==> config.mk <==
export PLATFORM = sky130hd
export DESIGN_NAME = bp_me_stream_pump_arb_flat
export DESIGN_NICKNAME = d
export VERILOG_FILES = /design/src/rtl/bp_me_stream_pump_arb_if.sv /design/src/rtl/bp_me_stream_pump_arb.sv /design/src/flat_wrapper.sv
export SDC_FILE = /design/constraint.sdc
export NUM_CORES = 1
export LEC_CHECK = 0
export CORE_AREA = 2 2 378 380
export CTS_CLUSTER_SIZE = 30
export DETAILED_ROUTE_END_ITERATION = 12
export DIE_AREA = 0 0 380 382
export HOLD_SLACK_MARGIN = 0.15
export SLEW_MARGIN = 25
export SYNTH_ARGS = -nofsm -noshare
export SYNTH_HDL_FRONTEND = slang
export SYNTH_SLANG_ARGS = --single-unit
export TNS_END_PERCENT = 5
==> constraint.sdc <==
create_clock -name clk_i -period 2.01 [get_ports clk_i]
set_input_delay 0.5025 -clock clk_i [delete_from_list [all_inputs] [get_ports clk_i]]
set_output_delay 0.5025 -clock clk_i [all_outputs]
set_load 0.02 [all_outputs]
==> src/rtl/bp_me_stream_pump_arb_if.sv <==
// Bundle of requester-side and pump-side signals around the stream pump arbiter.
// The arbiter takes the slave view; requesters and the pump share the master view.
interface bp_me_stream_pump_arb_if #(
  parameter int num_req_p      = 4,
  parameter int header_width_p = 128,
  parameter int data_width_p   = 64
);
  localparam int lg_num_req_lp = (num_req_p <= 2) ? 1 : $clog2(num_req_p);

  logic [num_req_p-1:0]                req_i;
  logic [num_req_p*header_width_p-1:0] req_header_i;
  logic [num_req_p*data_width_p-1:0]   req_data_i;
  logic [num_req_p-1:0]                req_v_i;
  logic [num_req_p-1:0]                req_ready_then_o;
  logic [num_req_p-1:0]                grant_o;
  logic [lg_num_req_lp-1:0]            grant_id_o;
  logic [header_width_p-1:0]           pump_header_o;
  logic [data_width_p-1:0]             pump_data_o;
  logic                                pump_v_o;
  logic                                pump_ready_then_i;
  logic                                pump_last_i;
  logic                                busy_o;

  modport slave (
    input  req_i, req_header_i, req_data_i, req_v_i, pump_ready_then_i, pump_last_i,
    output req_ready_then_o, grant_o, grant_id_o, pump_header_o, pump_data_o,
           pump_v_o, busy_o
  );

  modport master (
    output req_i, req_header_i, req_data_i, req_v_i, pump_ready_then_i, pump_last_i,
    input  req_ready_then_o, grant_o, grant_id_o, pump_header_o, pump_data_o,
           pump_v_o, busy_o
  );
endinterface

==> src/rtl/bp_me_stream_pump_arb.sv <==
// Round-robin arbiter that locks one requester onto a shared stream pump port
// for a whole stream and hands over back-to-back on the last beat.
module bp_me_stream_pump_arb #(
  parameter int num_req_p      = 4,
  parameter int header_width_p = 128,
  parameter int data_width_p   = 64
) (
  input  logic                    clk_i,
  input  logic                    reset_n_i,
  bp_me_stream_pump_arb_if.slave  bus
);
  localparam int lg_num_req_lp = (num_req_p <= 2) ? 1 : $clog2(num_req_p);

  typedef enum logic {e_idle = 1'b0, e_grant = 1'b1} state_e;

  state_e                   state_r, state_n;
  logic [num_req_p-1:0]     grant_r, grant_n;
  logic [lg_num_req_lp-1:0] grant_id_r, grant_id_n;
  logic [lg_num_req_lp-1:0] rr_ptr_r, rr_ptr_n;

  logic                     any_req;
  logic                     beat_v;
  logic                     release_beat;
  logic [lg_num_req_lp-1:0] ptr_after;
  logic [lg_num_req_lp-1:0] pick_ptr;
  logic [lg_num_req_lp-1:0] win;

  // First requesting index at or after ptr, wrapping modulo num_req_p.
  function automatic logic [lg_num_req_lp-1:0] rr_pick(
    input logic [num_req_p-1:0]     req,
    input logic [lg_num_req_lp-1:0] ptr
  );
    logic [lg_num_req_lp-1:0] pick;
    int idx;
    pick = '0;
    for (int i = num_req_p - 1; i >= 0; i--) begin
      idx = int'(ptr) + i;
      if (idx >= num_req_p) idx = idx - num_req_p;
      if (req[idx]) pick = lg_num_req_lp'(idx);
    end
    return pick;
  endfunction

  // Increment modulo num_req_p so unused codes are never produced.
  function automatic logic [lg_num_req_lp-1:0] next_ptr(input logic [lg_num_req_lp-1:0] id);
    if (id == lg_num_req_lp'(num_req_p - 1)) return '0;
    return id + lg_num_req_lp'(1);
  endfunction

  assign any_req      = |bus.req_i;
  assign beat_v       = |(bus.req_v_i & grant_r);
  assign release_beat = (state_r == e_grant) && beat_v && bus.pump_last_i;
  assign ptr_after    = next_ptr(grant_id_r);
  // A handover picks from the post-release pointer so the owner goes to the back.
  assign pick_ptr     = release_beat ? ptr_after : rr_ptr_r;
  assign win          = rr_pick(bus.req_i, pick_ptr);

  always_ff @(posedge clk_i or negedge reset_n_i) begin
    if (!reset_n_i) begin
      state_r    <= e_idle;
      grant_r    <= '0;
      grant_id_r <= '0;
      rr_ptr_r   <= '0;
    end else begin
      state_r    <= state_n;
      grant_r    <= grant_n;
      grant_id_r <= grant_id_n;
      rr_ptr_r   <= rr_ptr_n;
    end
  end

  always_comb begin
    state_n    = state_r;
    grant_n    = grant_r;
    grant_id_n = grant_id_r;
    rr_ptr_n   = rr_ptr_r;
    case (state_r)
      e_idle: begin
        if (any_req) begin
          state_n    = e_grant;
          grant_n    = num_req_p'(1) << win;
          grant_id_n = win;
        end
      end
      e_grant: begin
        // The lock ignores the owner's req_i; only the last accepted beat frees it.
        if (release_beat) begin
          rr_ptr_n = ptr_after;
          if (any_req) begin
            grant_n    = num_req_p'(1) << win;
            grant_id_n = win;
          end else begin
            state_n    = e_idle;
            grant_n    = '0;
            grant_id_n = '0;
          end
        end
      end
      default: begin
        state_n    = e_idle;
        grant_n    = '0;
        grant_id_n = '0;
      end
    endcase
  end

  always_comb begin
    bus.pump_header_o    = '0;
    bus.pump_data_o      = '0;
    for (int i = 0; i < num_req_p; i++) begin
      if (grant_r[i]) begin
        bus.pump_header_o = bus.pump_header_o | bus.req_header_i[i*header_width_p +: header_width_p];
        bus.pump_data_o   = bus.pump_data_o | bus.req_data_i[i*data_width_p +: data_width_p];
      end
    end
    bus.req_ready_then_o = (state_r == e_grant) ? (grant_r & {num_req_p{bus.pump_ready_then_i}})
                                                : '0;
    bus.pump_v_o         = beat_v;
    bus.grant_o          = grant_r;
    bus.grant_id_o       = grant_id_r;
    bus.busy_o           = (state_r == e_grant);
  end
endmodule

==> src/flat_wrapper.sv <==
// flat-port wrapper written by rule: the top's interface ports become plain ports
module bp_me_stream_pump_arb_flat 
#(
  parameter int num_req_p      = 4,
  parameter int header_width_p = 128,
  parameter int data_width_p   = 64
)
  (clk_i, reset_n_i, bus_req_i, bus_req_header_i, bus_req_data_i, bus_req_v_i, bus_pump_ready_then_i, bus_pump_last_i, bus_req_ready_then_o, bus_grant_o, bus_grant_id_o, bus_pump_header_o, bus_pump_data_o, bus_pump_v_o, bus_busy_o);
  bp_me_stream_pump_arb_if #(.num_req_p(num_req_p), .header_width_p(header_width_p), .data_width_p(data_width_p)) bus_i ();
  input  logic clk_i;
  input  logic reset_n_i;
  input wire logic [$bits(bus_i.req_i)-1:0] bus_req_i;
  input wire logic [$bits(bus_i.req_header_i)-1:0] bus_req_header_i;
  input wire logic [$bits(bus_i.req_data_i)-1:0] bus_req_data_i;
  input wire logic [$bits(bus_i.req_v_i)-1:0] bus_req_v_i;
  input wire logic [$bits(bus_i.pump_ready_then_i)-1:0] bus_pump_ready_then_i;
  input wire logic [$bits(bus_i.pump_last_i)-1:0] bus_pump_last_i;
  output wire logic [$bits(bus_i.req_ready_then_o)-1:0] bus_req_ready_then_o;
  output wire logic [$bits(bus_i.grant_o)-1:0] bus_grant_o;
  output wire logic [$bits(bus_i.grant_id_o)-1:0] bus_grant_id_o;
  output wire logic [$bits(bus_i.pump_header_o)-1:0] bus_pump_header_o;
  output wire logic [$bits(bus_i.pump_data_o)-1:0] bus_pump_data_o;
  output wire logic [$bits(bus_i.pump_v_o)-1:0] bus_pump_v_o;
  output wire logic [$bits(bus_i.busy_o)-1:0] bus_busy_o;
  assign bus_i.req_i = bus_req_i;
  assign bus_i.req_header_i = bus_req_header_i;
  assign bus_i.req_data_i = bus_req_data_i;
  assign bus_i.req_v_i = bus_req_v_i;
  assign bus_i.pump_ready_then_i = bus_pump_ready_then_i;
  assign bus_i.pump_last_i = bus_pump_last_i;
  assign bus_req_ready_then_o = bus_i.req_ready_then_o;
  assign bus_grant_o = bus_i.grant_o;
  assign bus_grant_id_o = bus_i.grant_id_o;
  assign bus_pump_header_o = bus_i.pump_header_o;
  assign bus_pump_data_o = bus_i.pump_data_o;
  assign bus_pump_v_o = bus_i.pump_v_o;
  assign bus_busy_o = bus_i.busy_o;
  bp_me_stream_pump_arb #(.num_req_p(num_req_p), .header_width_p(header_width_p), .data_width_p(data_width_p)) u_core (.clk_i(clk_i), .reset_n_i(reset_n_i), .bus(bus_i));
endmodule
## Word-level counts from Yosys, hierarchy flattened

Cells that the tools add are included.

- Bits of input ports: 780
- Register bits after elaboration: 9

- Reduce and logical (&&, ||, !) cells: 5
- $lt $le $gt $ge: 8
- Eq/ne operators: 3
- Mux-type cells: 44
- Bitwise gates (word level): 9
- Shifts and indexed selects: 1
- Add/sub/neg operators: 8

Operator list:

| kind | number |
|---|---|
| 128-bit two-way mux | 4 |
| 128-bit OR | 3 |
| 64-bit two-way mux | 4 |
| 64-bit OR | 3 |
| 32-bit by 4-bit less-than comparator with 1-bit output (second input constant) | 4 |
| 32-bit two-way mux | 4 |
| 32-bit by 4-bit >= comparator with 1-bit output (second input constant) | 3 |
| 32-bit by 4-bit subtractor with 32-bit output (second input constant) | 3 |
| 2-bit two-way mux | 10 |
| 4-bit two-way mux | 4 |
| 1-bit two-way mux | 11 |
| 4-bit AND | 2 |
| 1-bit binary-select mux with 2-bit select | 4 |
| 4-bit one-hot mux with 2 select lines | 1 |
| 4-bit OR reduction | 2 |
| 2-bit by 2-bit adder with 3-bit output (second input constant) | 2 |
| 2-bit one-hot mux with 2 select lines | 1 |
| 1-bit by 2-bit left shift with 4-bit output (first input constant) | 1 |
| 2-bit by 3-bit subtractor with 4-bit output (second input constant) | 1 |
| 2-bit by 1-bit adder with 3-bit output (second input constant) | 1 |
| 2-bit by 3-bit >= comparator with 1-bit output (second input constant) | 1 |
| 2-bit by 1-bit adder with 2-bit output (second input constant) | 1 |
| 2-bit equality test (second input constant) | 1 |
| 1-bit logical AND | 2 |
| 5 further kinds | 5 |

## Longest topological paths before layout

- Depth in word-level cells: 19
- Depth in mapped cells: 7
- Gate-level depth less buffers: 7

## Worst setup path after synthesis

Ideal clock, no wire load.

- Path kind: register to register
- Start point: register u_core.grant_id_r[0] (netlist: u_core.bus.grant_id_o[0])
- End point: register u_core.grant_r[2] (netlist: u_core.bus.grant_o[2])
- Setup time: 0.066 ns
- Path buffers: 0
- Slack: 0.009 ns
- Arrival time: 1.935 ns
- Data required time: 1.944 ns
- Cell stages (with the launch flop): 8
- Cells stage by stage: dfrtp_1 -> ha_1 -> o21ba_2 -> o21ai_0 -> mux2i_1 -> a2111o_1 -> nor3b_2 -> a22o_1

- Cells in the longest elaborated chain, start to end: 18
- Elaborated cells on any way between the ends: 41

Ends and longest elaborated chain:

| what | RTL line | source |
|---|---|---|
| start: declaration | bp_me_stream_pump_arb.sv:18 | `logic [lg_num_req_lp-1:0] grant_id_r, grant_id_n;` |
| start signal: assignment | bp_me_stream_pump_arb.sv:67 | `grant_id_r <= grant_id_n;` |
| 2-bit equality test | bp_me_stream_pump_arb.sv:46 | `if (id == lg_num_req_lp'(num_req_p - 1)) return '0;` |
| 1-bit two-way mux | bp_me_stream_pump_arb.sv:46 |  |
| 2-bit two-way mux (*) | bp_me_stream_pump_arb.sv:47 | `return id + lg_num_req_lp'(1);` |
| 2-bit two-way mux (*) | bp_me_stream_pump_arb.sv:55 | `assign pick_ptr = release_beat ? ptr_after : rr_ptr_r;` |
| 2-bit by 2-bit adder with 3-bit output | bp_me_stream_pump_arb.sv:37 | `idx = int'(ptr) + i;` |
| 32-bit by 4-bit subtractor with 32-bit output or 32-bit by 4-bit >= comparator with 1-bit output (tied branches) | bp_me_stream_pump_arb.sv:38 | `if (idx >= num_req_p) idx = idx - num_req_p;` |
| 32-bit two-way mux | bp_me_stream_pump_arb.sv:38 |  |
| 1-bit binary-select mux with 2-bit select | bp_me_stream_pump_arb.sv:39 | `if (req[idx]) pick = lg_num_req_lp'(idx);` |
| 1-bit two-way mux (implied by the code) (2 in series) | bp_me_stream_pump_arb.sv:39 |  |
| 2-bit two-way mux (3 in series) | bp_me_stream_pump_arb.sv:39 |  |
| 2-bit two-way mux (*) | bp_me_stream_pump_arb.sv:39 |  |
| 1-bit by 2-bit left shift with 4-bit output (*) | bp_me_stream_pump_arb.sv:81, bp_me_stream_pump_arb.sv:90 |  |
| 4-bit two-way mux | bp_me_stream_pump_arb.sv:89 | `if (any_req) begin` |
| 4-bit two-way mux | bp_me_stream_pump_arb.sv:87 | `if (release_beat) begin` |
| 4-bit one-hot mux with 2 select lines (*) | bp_me_stream_pump_arb.sv:77 | `case (state_r)` |
| end signal: assignment | bp_me_stream_pump_arb.sv:66 | `grant_r <= grant_n;` |
| end: declaration | bp_me_stream_pump_arb.sv:17 | `logic [num_req_p-1:0] grant_r, grant_n;` |

Mark *: on every way between the ends. The rest lies on a longest branch, timed or not. The select of a mux whose other input is x is not followed.
A chain may end at the register's enable or synchronous reset.

## Worst setup path after layout

- Start point: register u_core.grant_r[0] (netlist: u_core.bus.grant_o[0])
- End point: output bus_pump_header_o[107]

- Cells in the longest elaborated chain, start to end: 7

Ends and longest elaborated chain:

| what | RTL line | source |
|---|---|---|
| 128-bit two-way mux (*) | bp_me_stream_pump_arb.sv:111 | `if (grant_r[i]) begin` |
| 128-bit OR | bp_me_stream_pump_arb.sv:112 | `bus.pump_header_o = bus.pump_header_o \| bus.req_header_i[i*header_width_p +: header_width_p];` |
| 128-bit two-way mux (*) | bp_me_stream_pump_arb.sv:111 |  |
| 128-bit OR | bp_me_stream_pump_arb.sv:112 |  |
| 128-bit two-way mux (*) | bp_me_stream_pump_arb.sv:111 |  |
| 128-bit OR | bp_me_stream_pump_arb.sv:112 |  |
| 128-bit two-way mux (*) | bp_me_stream_pump_arb.sv:111 |  |
| end: declaration | flat_wrapper.sv:21 | `output wire logic [$bits(bus_i.pump_header_o)-1:0] bus_pump_header_o;` |

Mark *: on every way between the ends. The rest lies on a longest branch, timed or not.

==> results.toml <==
[routing]
wl_um = 119000
dr.pass1.iters = 5
drtIter0Drc = 987
postRouteAntennaNets = 0
vias = 12200
wl_per_cell_um = 31.7
via_per_inst = 3.26
drc = 0

[clock_tree]
h-tree-depth = 1
clkTransAtPathRegs_ns = 0.04
cts_buffers = 3
postCtsHoldBufs = 0
cts.sinks = 9
cts_tree = "yes"
clockBufferDepth = 2
root_buffer = "clkbuf_16"
insertion_delay_ns = 0.24

[logic_synthesis]
yosysWarnings = 0
avgSynthCellArea_um2 = 6.25
ys_seq_area_share_pct = 4.94
synthDistinctLibCells = 31
synthCells = 729
syn-num-nets = 1510
syn_area_um2 = 4560
ys_seq_elements = 9

[critical_path]
crit_type = "flip-flop to output pin"
cp_max_fo = 49
critPathRequiredTime_ns = 1.51
end_kind = "output pin"
cp.arrival_ns = 2.00
startpoint_type = "flip-flop"

[layout]
fin_nets = 2609
fin_area_um2 = 20900
n_fill_cell = 16000
syn2layout_area_growth_pct = 358
drive_above_1_share_pct = 34.8

[power_and_ir_drop]
powerDensity_nw_per_um2 = 1350
seq_power_share_pct = 1.5
clock_power_share_pct = 1.3
combPwrFrac_pct = 97.1
p_total_uw = 28100
swShare_pct = 51.3
p_leak_uw = 0.00771
ir_drop_mv = 0.792
switchingPower_uw = 14400
cellInternalPower_uw = 13700

[timing]
rsz0062_at_grt = "true"
clock-skew-final_ns = 0.00630
setup_viol = 200
slew_headroom_pct = 67.8
fmax_mhz = 400
tns_ns = -60.25
tightest_slew_ns = 0.482
slew_viol_final = 0
worst_slack_ns = -0.488
min_period_ns = 2.50
hold_violations = 0
period_share_pct = 124

[run]
cap_violations = 0

[grt]
grt.overflow.total = 0
grt_pass1_wl_um = 142000
first_global_vias = 11900
grt_max_degree = 50
antenna_found_initial = 109
grt_usage_pct = 15.2

[floorplan]
initial_core_util_pct = 3.24
core_area_um2 = 141000
rows = 138
fp.dieArea_um2 = 145000
pin_count = 984
fp.dieW_um = 380
dieHeight_um = 382

[min_path]
hp-class = "input pin to async pin"

[placement]
numPortBuffers = 983
post_dp_cell_area_um2 = 19100
gp_congestion = 0.947
hpwl_um = 107000

[run_status]
violations = "setup timing"
status = "finished with violations"
==> what timing repair did <==
action                                  in CTS  in global routing
endpoints found under the setup margin     207                200
pin swaps                                   39                 58
cloned                                       5                  4
buffers inserted                            13                 13
resized for setup                          316                155
==> through the flow <==
stage / setup slack [ns] / hold WS [ns] / cells / utilization [%]
floorplan: 0.00854 / 0.207 / 729 / -
global placement: -0.873 / 0.569 / 3680 / 13.6
detailed placement: -0.881 / 0.574 / 3680 / 13.6
CTS: -0.480 / 0.583 / 3702 / 14.2
global route: -0.491 / 0.601 / 3726 / 14.8
finish: -0.488 / 0.569 / 3738 / 14.8
==> cell usage in the layout (no fill, tap or decap), drive strengths merged, types with 2 or more instances in the layout <==
cell and instances:
nand2 203, a22o 3, mux2i 3, dfrtp 9, clkdlybuf4s15 7, a22oi 386, o21ai 4, and3 4
nor2 8, clkbuf 8, a21o 2, diode 21, buf 385, inv 2, a21oi 3, clkdlybuf4s50 779
dlygate4sd2 6
==> worst paths after layout <==
kind                       slack [ns]                endpoint                  start  depth (start not counted)
setup reg to reg                -0.31   u_core.bus.grant_o[2]  u_core.bus.grant_o[2]                          8
hold / removal                   0.57      u_core.rr_ptr_r[0]              reset_n_i                          1
hold reg to reg                  0.60      u_core.rr_ptr_r[0]     u_core.rr_ptr_r[0]                          1
max in group asynchronous        1.09   u_core.bus.grant_o[0]              reset_n_i                          1
min in group clk_i               0.60      u_core.rr_ptr_r[0]     u_core.rr_ptr_r[0]                          1
setup / recovery                -0.49  bus_pump_header_o[107]  u_core.bus.grant_o[0]                          6
==> layout make-up <==
| class | count | area [um^2] | share of cell area [%] |
|---|---|---|---|
| Multi-Input combinational cell | 630 | 4970 | 23.8 |
| Inverter | 2 | 7.51 | 0.0360 |
| Antenna cell | 21 | 52.6 | 0.252 |
| Sequential cell | 9 | 240 | 1.15 |
| Timing Repair Buffer | 1182 | 13200 | 63.1 |
| Clock buffer | 4 | 78.8 | 0.378 |
| Tap cell | 1890 | 2360 | 11.3 |
==> registers in the layout (all words and copies together), names as in the netlist <==
register	flops
u_core.bus.grant_o	4
u_core.rr_ptr_r	2
u_core.bus.busy_o	1
u_core.bus.grant_id_o	2
==> metal layers <==
metal | share of wire (%) | vias to the layer above | track usage (%)
met2 | 45 | 931 | 24.7
met1 | 39 | 5817 | 17.9
met4 | 3.0 | 56 | 2.98
met5 | 0.30 | - | 0
met3 | 13 | 243 | 7.93
li1 | - | 5153 | -
==> Yosys cell counts <==
| library cell | number | share of area (%) |
|---|---|---|
| a2111o_1 | 1 | 0.25 |
| a21boi_0 | 1 | 0.16 |
| a21o_1 | 2 | 0.33 |
| a21oi_1 | 2 | 0.22 |
| a21oi_4 | 1 | 0.36 |
| a22o_1 | 3 | 0.58 |
| a22oi_1 | 384 | 63 |
| a22oi_4 | 2 | 0.93 |
| and3_1 | 4 | 0.55 |
| and3b_1 | 1 | 0.19 |
| buf_1 | 6 | 0.49 |
| buf_2 | 3 | 0.33 |
| buf_4 | 1 | 0.16 |
| clkbuf_1 | 78 | 6.4 |
| dfrtp_1 | 9 | 4.9 |
| ha_1 | 1 | 0.27 |
| inv_1 | 2 | 0.16 |
| mux2_2 | 1 | 0.25 |
| mux2i_1 | 3 | 0.66 |
| nand2_1 | 203 | 17 |
| nor2_1 | 8 | 0.66 |
| nor2b_1 | 1 | 0.14 |
| nor3_1 | 1 | 0.11 |
| nor3b_2 | 1 | 0.27 |
| nor4_1 | 1 | 0.14 |
| nor4b_1 | 1 | 0.19 |
| o21ai_0 | 4 | 0.44 |
| o21ba_2 | 1 | 0.22 |
| o221a_2 | 1 | 0.25 |
| o221ai_1 | 1 | 0.19 |
| o22a_1 | 1 | 0.19 |
==> logic make-up after synthesis <==
| family | share of synthesized area, % |
|---|---|
| buf+inv | 7.57 |
| mux | 0.906 |
| flops | 4.94 |
| simple gates | 19.0 |
| fa+ha+maj | 0.274 |
| compound gates | 67.3 |
==> critical path: stages (launching register included) <==
cell	delay, ns
dfrtp_4	0.49
buf_12	0.17
buf_12	0.27
a22oi_2	0.21
buf_4	0.17
nand2_1	0.10
buf_12	0.16
==> power groups by stage <==
stage / sequential (uW) / clock [uW] / combinational [uW]
after floorplan: 363 / 0 / 7620
after global routing: 445 / 371 / 28700
final: 435 / 366 / 27300
after detailed placement: 392 / 0 / 25000
after CTS: 420 / 365 / 26600
after global placement: 390 / 0 / 25000
Note: power is estimated with default switching activity, not from simulation.
